`config.mk`:
```
export PLATFORM = sky130hd
export DESIGN_NAME = regfile_wb_arbiter
export DESIGN_NICKNAME = d
export VERILOG_FILES = /design/src/rtl/regfile_wb_arbiter.sv
export SDC_FILE = /design/constraint.sdc
export NUM_CORES = 1
export LEC_CHECK = 0
export CAP_MARGIN = 20
export CORE_AREA = 3 3 115 84
export DETAILED_ROUTE_END_ITERATION = 7
export DIE_AREA = 0 0 118 87
export DONT_BUFFER_PORTS = 1
export GPL_ROUTABILITY_DRIVEN = 0
export HOLD_SLACK_MARGIN = 0.05
export SYNTH_ARGS = -nofsm -noshare
export SYNTH_HDL_FRONTEND = slang
export SYNTH_SLANG_ARGS = --single-unit
export TNS_END_PERCENT = 5
```
`constraint.sdc`:
```
create_clock -name clock_i -period 2.75 [get_ports clock_i]
set_input_delay 0.1375 -clock clock_i [delete_from_list [all_inputs] [get_ports clock_i]]
set_output_delay 0.1375 -clock clock_i [all_outputs]
set_load 0.1 [all_outputs]
```
`src/rtl/regfile_wb_arbiter.sv`:
```
// Purpose : arbitrates two writeback ports (ALU, load) onto one register-file write
//           port and keeps a pending-write scoreboard for hazard queries.
// Latency : a writeback accepted in cycle N is driven on rf_* in cycle N+1.
// Backpressure: ready is combinational; only the granted port sees ready, and the
//           loser holds its request until granted.
//
// Ports:
//   clock_i, resetb_i              clock, synchronous active-low reset
//   issue_valid_i, issue_rd_i      marks issue_rd_i as having a pending write
//   rs1_i, rs2_i / busy1_o, busy2_o  hazard queries against the scoreboard
//   wb0_* (ALU), wb1_* (load)      valid/ready writeback requests
//   rf_wena_o, rf_wadr_o, rf_wdata_o  registered register-file write port
//   sb_err_o                       sticky: writeback to a register not pending
module regfile_wb_arbiter #(
    parameter bit RR_ENABLE = 1'b1
) (
    input  logic        clock_i,
    input  logic        resetb_i,
    input  logic        issue_valid_i,
    input  logic [4:0]  issue_rd_i,
    input  logic [4:0]  rs1_i,
    input  logic [4:0]  rs2_i,
    output logic        busy1_o,
    output logic        busy2_o,
    input  logic        wb0_valid_i,
    input  logic [4:0]  wb0_rd_i,
    input  logic [31:0] wb0_data_i,
    output logic        wb0_ready_o,
    input  logic        wb1_valid_i,
    input  logic [4:0]  wb1_rd_i,
    input  logic [31:0] wb1_data_i,
    output logic        wb1_ready_o,
    output logic        rf_wena_o,
    output logic [4:0]  rf_wadr_o,
    output logic [31:0] rf_wdata_o,
    output logic        sb_err_o
);

    logic [31:0] sb;
    logic        last_grant;   // port that won the most recent transfer

    logic        gnt0;
    logic        gnt1;
    logic        xfer;
    logic [4:0]  sel_rd;
    logic [31:0] sel_data;
    logic        sel_wr;
    logic [31:0] sb_set;
    logic [31:0] sb_clr;
    logic [31:0] sb_next;
    logic        err_hit;

    // Grants only go to valid requesters, so a grant is itself a transfer.
    always_comb begin
        gnt0 = 1'b0;
        gnt1 = 1'b0;
        if (resetb_i) begin
            if (wb0_valid_i && wb1_valid_i) begin
                if (RR_ENABLE && !last_grant) begin
                    gnt1 = 1'b1;
                end else begin
                    gnt0 = 1'b1;
                end
            end else if (wb0_valid_i) begin
                gnt0 = 1'b1;
            end else if (wb1_valid_i) begin
                gnt1 = 1'b1;
            end
        end
    end

    assign wb0_ready_o = gnt0;
    assign wb1_ready_o = gnt1;
    assign xfer        = gnt0 | gnt1;
    assign sel_rd      = gnt1 ? wb1_rd_i   : wb0_rd_i;
    assign sel_data    = gnt1 ? wb1_data_i : wb0_data_i;

    // x0 writebacks are accepted but never reach the register file.
    assign sel_wr  = xfer && (sel_rd != 5'd0);
    assign err_hit = sel_wr && !sb[sel_rd];

    // Clear follows the registered write; set is applied after clear so a
    // same-register issue in the write cycle keeps the bit pending.
    assign sb_set  = (issue_valid_i && (issue_rd_i != 5'd0)) ? (32'd1 << issue_rd_i) : 32'd0;
    assign sb_clr  = rf_wena_o ? (32'd1 << rf_wadr_o) : 32'd0;
    assign sb_next = ((sb & ~sb_clr) | sb_set) & ~32'd1;

    // sb[0] is never set, so an x0 query always reads as not busy.
    assign busy1_o = sb[rs1_i];
    assign busy2_o = sb[rs2_i];

    always_ff @(posedge clock_i) begin
        if (!resetb_i) begin
            sb         <= 32'd0;
            last_grant <= 1'b1;
            rf_wena_o  <= 1'b0;
            rf_wadr_o  <= 5'd0;
            rf_wdata_o <= 32'd0;
            sb_err_o   <= 1'b0;
        end else begin
            sb        <= sb_next;
            rf_wena_o <= sel_wr;
            if (sel_wr) begin
                rf_wadr_o  <= sel_rd;
                rf_wdata_o <= sel_data;
            end
            if (xfer) begin
                last_grant <= gnt1;
            end
            if (err_hit) begin
                sb_err_o <= 1'b1;
            end
        end
    end

endmodule

```
==> flow_metrics.py, run 1 <==
metrics = {
    "status": {
        "status": "complete, no violations",
    },
    "critical_path": {
        "cp.arrival_ns": 2.15,
        "rrSetupSlack_ns": 0.56,
        "crit_path_end_kind": "output port",
        "rr_startpoint": "last_grant",
        "cp_max_fo": 4,
        "ff2ff_path_depth": 8,
        "required_ns": 2.61,
        "worst-setup-path-type": "flop to output port",
        "startpoint_type": "flop",
        "r2r_end": "sb_err_o",
    },
    "route": {
        "wl_per_cell_um": 18.5,
        "routed_wl_um": 11600,
        "drt_iter0_markers": 333,
        "dr.max_layer_used": "met4",
        "route.detailed.drc": 0,
        "drtAntennaViolNets": 0,
        "wl_met3_um": 1380,
        "via_per_inst": 5.92,
        "wl_met2_um": 4880,
        "m1WireLength_um": 5200,
        "firstDrtPassIters": 4,
        "vias": 3700,
    },
    "timing": {
        "holdWs_ns": 0.0601,
        "slew_violations": 0,
        "post-route-period-util": 0.831,
        "tightest_slew_ns": 0.547,
        "finalCriticalPeriod_ns": 2.29,
        "layout_setup_ws_ns": 0.465,
        "max_slew_margin": 0.635,
        "max_freq_ghz": 0.438,
        "rsz0062_at_grt": "false",
        "setup_tns_ns": 0,
        "setup_viol": 0,
        "final_hold_viol_count": 0,
        "fin_skew_ns": 0.00673,
    },
    "floorplan": {
        "coreArea_sq_mm": 0.00851,
        "chipHeight_um": 87,
        "die_width_um": 118,
        "dieArea_sq_mm": 0.0103,
        "start_util": 0.482,
        "rows": 28,
        "io_pins": 137,
    },
    "final_layout": {
        "nets": 595,
        "drive_gt1_frac": 0.198,
        "fill_cells": 773,
        "syn2layout_area_growth_pct": 19.0,
        "multi_input_area_sq_mm": 0.00255,
        "ff_latch_area_sq_mm": 0.00142,
        "diodes": 0,
    },
    "clock_network": {
        "worstSkewPairLatency_ns": 0.33,
        "clockBufferDepth": 2,
        "cts_root_buffer": "clkbuf_16",
        "cts-htree-levels": 3,
        "clk_pin_slew_worst_paths_ns": 0.06,
        "numClockSinks": 71,
        "cts_tree": "done",
        "cts_setup_buffers": 0,
        "cts_inserted_buffers": 9,
    },
    "synthesis": {
        "yosysSeqAreaShare": 0.346,
        "postSynthCellCount": 470,
        "yosys_warnings": 0,
        "synth_enable_flop_cells": 0,
        "muxShareOfSynthArea": 0.169,
        "synth_simple_gate_area_frac": 0.222,
        "synth_top_family_by_area": "compound AO/OA/AOI/OAI gates",
        "synthTopCellsByArea": "dfxtp_1 (35%), mux4_2 (10%), nand2_1 (10%), o211a_1 (8.5%), a21boi_0 (6.0%)",
        "yosysUniqueCellTypes": 39,
        "yosysTopAreaCell": "dfxtp_1",
        "synth_compound_area_frac": 0.228,
        "synthFlopType": "dfxtp_1",
        "synthesis.area_sq_mm": 0.00410,
        "ys_ff_latch": 71,
        "yosysTopAreaCellShare": 0.346,
        "synth_fa_ha_area_frac": 0,
        "synthArstFlopShare": 0,
        "avgSynthCellArea_sq_um": 8.73,
        "syn_nets": 564,
        "yosys.area_share.xor_xnor": 0,
    },
    "hold_path": {
        "hold_end": "sb[14]",
        "whs_path_depth": 3,
        "hold_class": "input pin to flop",
        "min_from": "issue_rd_i[4]",
    },
    "power": {
        "finalPower_mw": 3.11,
        "ir_drop_uv": 433,
        "p_per_area_mw_per_mm2": 636,
        "power.leakage_nw": 2.15,
    },
    "placement": {
        "dp_slack_ns": 0.565,
        "io_buffer_count": 0,
        "dp_hpwl_um": 8680,
    },
    "grt": {
        "grt-ovfl-total": 0,
        "grt_max_degree": 71,
        "grt_pass1_vias": 3433,
        "grt_pass1_wl_um": 18300,
        "antenna_found_initial": 0,
        "grt_usage": 0.225,
    },
    "run": {
        "cap_viol_max_count": 0,
    },
}
==> power breakdown <==
part | internal, mW | leakage [nW] | switching, mW | total (mW)
Combinational | 0.202 | 1.41 | 0.563 | 0.766
Clock | 0.786 | 0.151 | 0.440 | 1.23
Sequential | 1.08 | 0.582 | 0.0295 | 1.11
Total | 2.07 | 2.15 | 1.03 | 3.11
==> worst max-delay path, cell delays in order (launching register included) <==
cell and delay (ns):
dfxtp_1 0.36, mux4_2 0.49, mux4_2 0.47, mux2_2 0.50
==> state kept, by name, summed over array words and instances, names as in the netlist <==
name / flops
last_grant: 1
rf_wadr_o: 5
sb: 31
rf_wena_o: 1
rf_wdata_o: 32
sb_err_o: 1
==> area by class of cell <==
cell class	instances	area share
clock buffer	9	0.0461
clock inverter	6	0.0177
inverter	4	0.00308
multi-input combinational	363	0.522
sequential	71	0.291
tap	120	0.0308
timing repair buffer	52	0.0897
==> synth_stat cells, drive strengths merged, types with 8 or more instances <==
cell	count
nand2	110
dfxtp	71
nand3	42
o21ai	38
o211a	35
a21boi	34
clkbuf	31
mux4	21
nand2b	11
mux2	10
nor2	10
a21oi	8
mux2i	8
==> stage by stage <==
| stage | area (sq um) | cells | util |
|---|---|---|---|
| after floorplan | 4100 | 470 | - |
| after global placement | 4480 | 603 | 0.527 |
| after detailed placement | 4480 | 603 | 0.527 |
| after CTS | 4880 | 625 | 0.573 |
| after global routing | 4880 | 625 | 0.573 |
| final | 4880 | 625 | 0.573 |
==> how the worst max path moves through the flow <==
stage                    start        endpoint  slack, ns
floorplan           last_grant  rf_wdata_o[10]       0.28
global placement    last_grant        sb_err_o       0.64
detailed placement  last_grant        sb_err_o       0.56
CTS                     sb[24]         busy1_o       0.46
global route        last_grant        sb_err_o       0.41
finish                  sb[26]         busy1_o       0.46
==> cells in the final DEF, fill, tap and decap left out, types with 2 or more instances in the layout <==
| cell type | count |
|---|---|
| a21oi_1 | 7 |
| nand3_1 | 42 |
| o211ai_1 | 2 |
| dfxtp_1 | 71 |
| nand4_1 | 2 |
| or3_1 | 2 |
| nand2b_1 | 11 |
| and3_1 | 2 |
| inv_1 | 3 |
| a22oi_1 | 2 |
| mux2_2 | 9 |
| and2_1 | 4 |
| bufinv_16 | 2 |
| nor2_1 | 10 |
| mux2i_1 | 6 |
| nor2b_1 | 6 |
| or2_2 | 2 |
| o211a_1 | 35 |
| mux4_2 | 19 |
| clkinv_2 | 2 |
| mux4_1 | 2 |
| nor3b_1 | 5 |
| nand2_1 | 109 |
| dlygate4sd3_1 | 6 |
| o21ai_0 | 38 |
| clkbuf_16 | 9 |
| buf_4 | 44 |
| nand4b_1 | 2 |
| a21boi_0 | 33 |
==> repair_timing <==
| action | 4_1_cts | 5_1_grt |
|---|---|---|
| hold endpoints to repair | 70 | 0 |
| hold buffers | 7 | 0 |
| gates resized for setup | 0 | 0 |
==> cells by family after synthesis <==
kind of cell           count (synthesis)
AND/OR/NAND/NOR                      199
AO/OA/AOI/OAI                        125
flip-flops                            71
multiplexers                          39
buffers and inverters                 36
==> per-layer routing <==
| layer | up-vias | global-route usage |
|---|---|---|
| met3 | 12 | 0.0838 |
| li1 | 1768 | - |
| met5 | - | 0 |
| met4 | 0 | 0.0479 |
| met1 | 1734 | 0.316 |
| met2 | 186 | 0.333 |
Note: power is estimated with default switching activity, not from simulation.
==> inputs of run 2 (changes only) <==
--- a/config.mk
+++ b/config.mk
@@ -5,10 +5,11 @@
 export SDC_FILE = /design/constraint.sdc
 export NUM_CORES = 1
 export LEC_CHECK = 0
+export ABC_AREA = 1
 export CAP_MARGIN = 20
-export CORE_AREA = 3 3 115 84
+export CORE_AREA = 3 3 116 85
 export DETAILED_ROUTE_END_ITERATION = 7
-export DIE_AREA = 0 0 118 87
+export DIE_AREA = 0 0 119 88
 export DONT_BUFFER_PORTS = 1
 export GPL_ROUTABILITY_DRIVEN = 0
 export HOLD_SLACK_MARGIN = 0.05
==> constraint.sdc (replaced) <==
create_clock -name clock_i -period 1.84 [get_ports clock_i]
set_input_delay 0.092 -clock clock_i [delete_from_list [all_inputs] [get_ports clock_i]]
set_output_delay 0.092 -clock clock_i [all_outputs]
set_load 0.1 [all_outputs]
==> flow_metrics.py, run 2 <==
metrics = {
    "grt": {
        "grt_max_degree": 40,
        "antenna_found_initial": 0,
        "grt_pass1_vias": 4826,
        "grt_pass1_wl_um": 24800,
        "grt_usage": 0.295,
        "grt-ovfl-total": 0,
    },
    "placement": {
        "io_buffer_count": 0,
        "dp_hpwl_um": 10000,
        "placed_area_sq_mm": 0.00468,
    },
    "timing": {
        "fin_skew_ns": 0.00718,
        "rsz0062_at_grt": "true",
        "slew_violations": 0,
        "max_slew_margin": 0.492,
        "final_hold_viol_count": 0,
        "max_freq_ghz": 0.544,
        "tightest_slew_ns": 0.759,
        "post-route-period-util": 1.00,
        "setup_viol": 0,
        "finalCriticalPeriod_ns": 1.84,
    },
    "synthesis": {
        "syn_nets": 728,
        "ys_ff_latch": 71,
        "synthesis.area_sq_mm": 0.00418,
        "synthTopCellsByArea": "dfxtp_1 (34%), nand3_1 (13%), nand2_1 (11%), o21ai_0 (9.1%), a21oi_1 (8.3%)",
        "synth_common_cells": "nand2_1 (125), nand3_1 (105), o21ai_0 (76)",
        "synth_most_common_cell": "nand2_1",
        "postSynthCellCount": 634,
        "yosysTopAreaCell": "dfxtp_1",
        "yosysUniqueCellTypes": 32,
        "yosysTopAreaCellShare": 0.340,
        "avgSynthCellArea_sq_um": 6.59,
        "yosys_warnings": 0,
        "yosysSeqAreaShare": 0.340,
        "synthArstFlopShare": 0,
        "synth_enable_flop_cells": 0,
        "synthFlopType": "dfxtp_1",
    },
    "floorplan": {
        "die_width_um": 119,
        "rows": 29,
        "coreArea_sq_mm": 0.00889,
        "chipHeight_um": 88,
        "io_pins": 137,
        "start_util": 0.470,
        "dieArea_sq_mm": 0.0105,
    },
    "route": {
        "routed_wl_um": 15300,
        "drtAntennaViolNets": 0,
        "via_per_inst": 5.84,
        "drt_iter0_markers": 496,
        "vias": 5059,
        "firstDrtPassIters": 7,
        "wl_per_cell_um": 17.7,
        "route.detailed.drc": 0,
    },
    "clock_network": {
        "worstSkewPairLatency_ns": 0.33,
        "cts_inserted_buffers": 9,
        "clockBufferDepth": 2,
        "numClockSinks": 71,
        "cts_tree": "done",
        "clk_pin_slew_worst_paths_ns": 0.06,
        "cts_root_buffer": "clkbuf_16",
        "cts-htree-levels": 3,
    },
    "critical_path": {
        "rrSetupSlack_ns": 0.11,
        "rr_startpoint": "last_grant",
        "startpoint_type": "flop",
        "worst-setup-path-type": "flop to output port",
        "required_ns": 1.75,
        "cp_max_fo": 3,
        "cp.arrival_ns": 1.75,
        "r2r_end": "rf_wdata_o[17]",
        "ff2ff_path_depth": 10,
        "crit_path_end_kind": "output port",
    },
    "final_layout": {
        "final_common_cell": "nand2_1",
        "largest-register": "rf_wdata_o",
        "mostFrequentLayoutCells": "nand2_1 (124), nand3_1 (105), dlygate4sd3_1 (70)",
        "finalCoreUtilization": 0.652,
        "nets": 833,
        "syn2layout_area_growth_pct": 38.8,
        "largest_register_ffs": 32,
        "diodes": 0,
        "drive_gt1_frac": 0.157,
        "reg_top3": "rf_wdata_o (32), sb (31), rf_wadr_o (5)",
        "design_area_sq_mm": 0.00580,
    },
    "power": {
        "p_seq_frac": 0.330,
        "clockPowerShare": 0.357,
        "ir_drop_uv": 783,
        "sw_frac_of_total": 0.364,
        "p_per_area_mw_per_mm2": 886,
        "power.leakage_nw": 2.58,
        "p_int_mw": 3.26,
        "p_comb_frac": 0.313,
        "p_sw_mw": 1.87,
    },
    "run": {
        "cap_viol_max_count": 0,
    },
    "hold_path": {
        "whs_path_depth": 3,
        "min_from": "resetb_i",
        "hold_end": "sb_err_o",
        "hold_class": "input pin to flop",
    },
    "status": {
        "status": "complete, no violations",
    },
}
## run 2: cell count changes after synthesis, moves of 19 or more
cell | before | now
mux4_2 | 19 | 0
a21oi_1 | 7 | 69
inv_1 | 4 | 63
o21ai_0 | 38 | 76
nand3_1 | 42 | 105
a21boi_0 | 33 | 0
## run 2: worst max-delay path by stage
stage                   endpoint  cells past startpoint  slack (ns)        from
floorplan                busy1_o                      7       -0.78    rs1_i[0]
global placement    rf_wadr_o[0]                     11        0.08  last_grant
detailed placement  rf_wadr_o[0]                     11       0.007  last_grant
CTS                      busy1_o                      9       0.002       sb[9]
global route             busy1_o                      9       -0.11      sb[13]
finish                   busy1_o                      9      0.0001      sb[15]
## run 2: final cells by class
| cell class | count | area, sq um |
|---|---|---|
| Tap cell | 124 | 155 |
| Multi-Input combinational cell | 459 | 2410 |
| Sequential cell | 71 | 1440 |
| Inverter | 67 | 256 |
| Timing Repair Buffer | 131 | 1220 |
| Fill cell | 750 | 3090 |
| Clock buffer | 10 | 229 |
| Clock inverter | 5 | 83.8 |
## run 2: layer usage
layer	global-route usage	vias to the layer above	routed length, um
met2	0.484	282	6980
met5	0	-	0
met4	0.0988	0	447
li1	-	2385	-
met1	0.374	2351	6330
met3	0.0904	41	1550
## run 2: kinds of logic after synthesis
logic type / Yosys count / share of synthesized area
AOI/OAI and AO/OA: 189 / 0.271
buffers and inverters: 104 / 0.100
DFF: 71 / 0.340
and+or+nand+nor: 270 / 0.289
## run 2: critical path: stages, from the launching register on
cell,delay (ns)
dfxtp_2,0.33
inv_2,0.06
o21ai_2,0.11
a21oi_1,0.06
o21ai_1,0.21
nand3_1,0.10
o21ai_1,0.09
nor2_1,0.07
a31oi_2,0.20
buf_12,0.20
## run 2: power groups by stage
stage / Sequential [mW] / Combinational [mW] / Clock [mW]
6_report: 1.69 / 1.61 / 1.83
5_1_grt: 1.70 / 1.70 / 1.92
4_1_cts: 1.69 / 1.56 / 1.85
3_5_place_dp: 1.72 / 1.41 / 0
3_3_place_gp: 1.72 / 1.40 / 0
2_1_floorplan: 2.30 / 0.538 / 0
## run 2: metrics by stage
| stage | hold slack, ns | setup slack (ns) | std cells | power, mW | TNS (ns) |
|---|---|---|---|---|---|
| floorplan | 0.277 | -0.776 | 634 | 2.84 | -4.11 |
| finish | 0.0668 | 0.000139 | 867 | 5.13 | 0 |
| global placement | 0.199 | 0.0792 | 779 | 3.11 | 0 |
| global route | 0.0804 | -0.108 | 867 | 5.33 | -0.177 |
| CTS | 0.0594 | 0.00183 | 865 | 5.10 | 0 |
| detailed placement | 0.205 | 0.00747 | 779 | 3.13 | 0 |
## run 2: what timing repair did
item                       in CTS  in global routing
pin swaps                       2                 10
hold buffers                   71                  0
buffers inserted                0                  2
setup endpoints to repair       4                 38
hold endpoints to repair       62                  0
resized for setup              15                 34
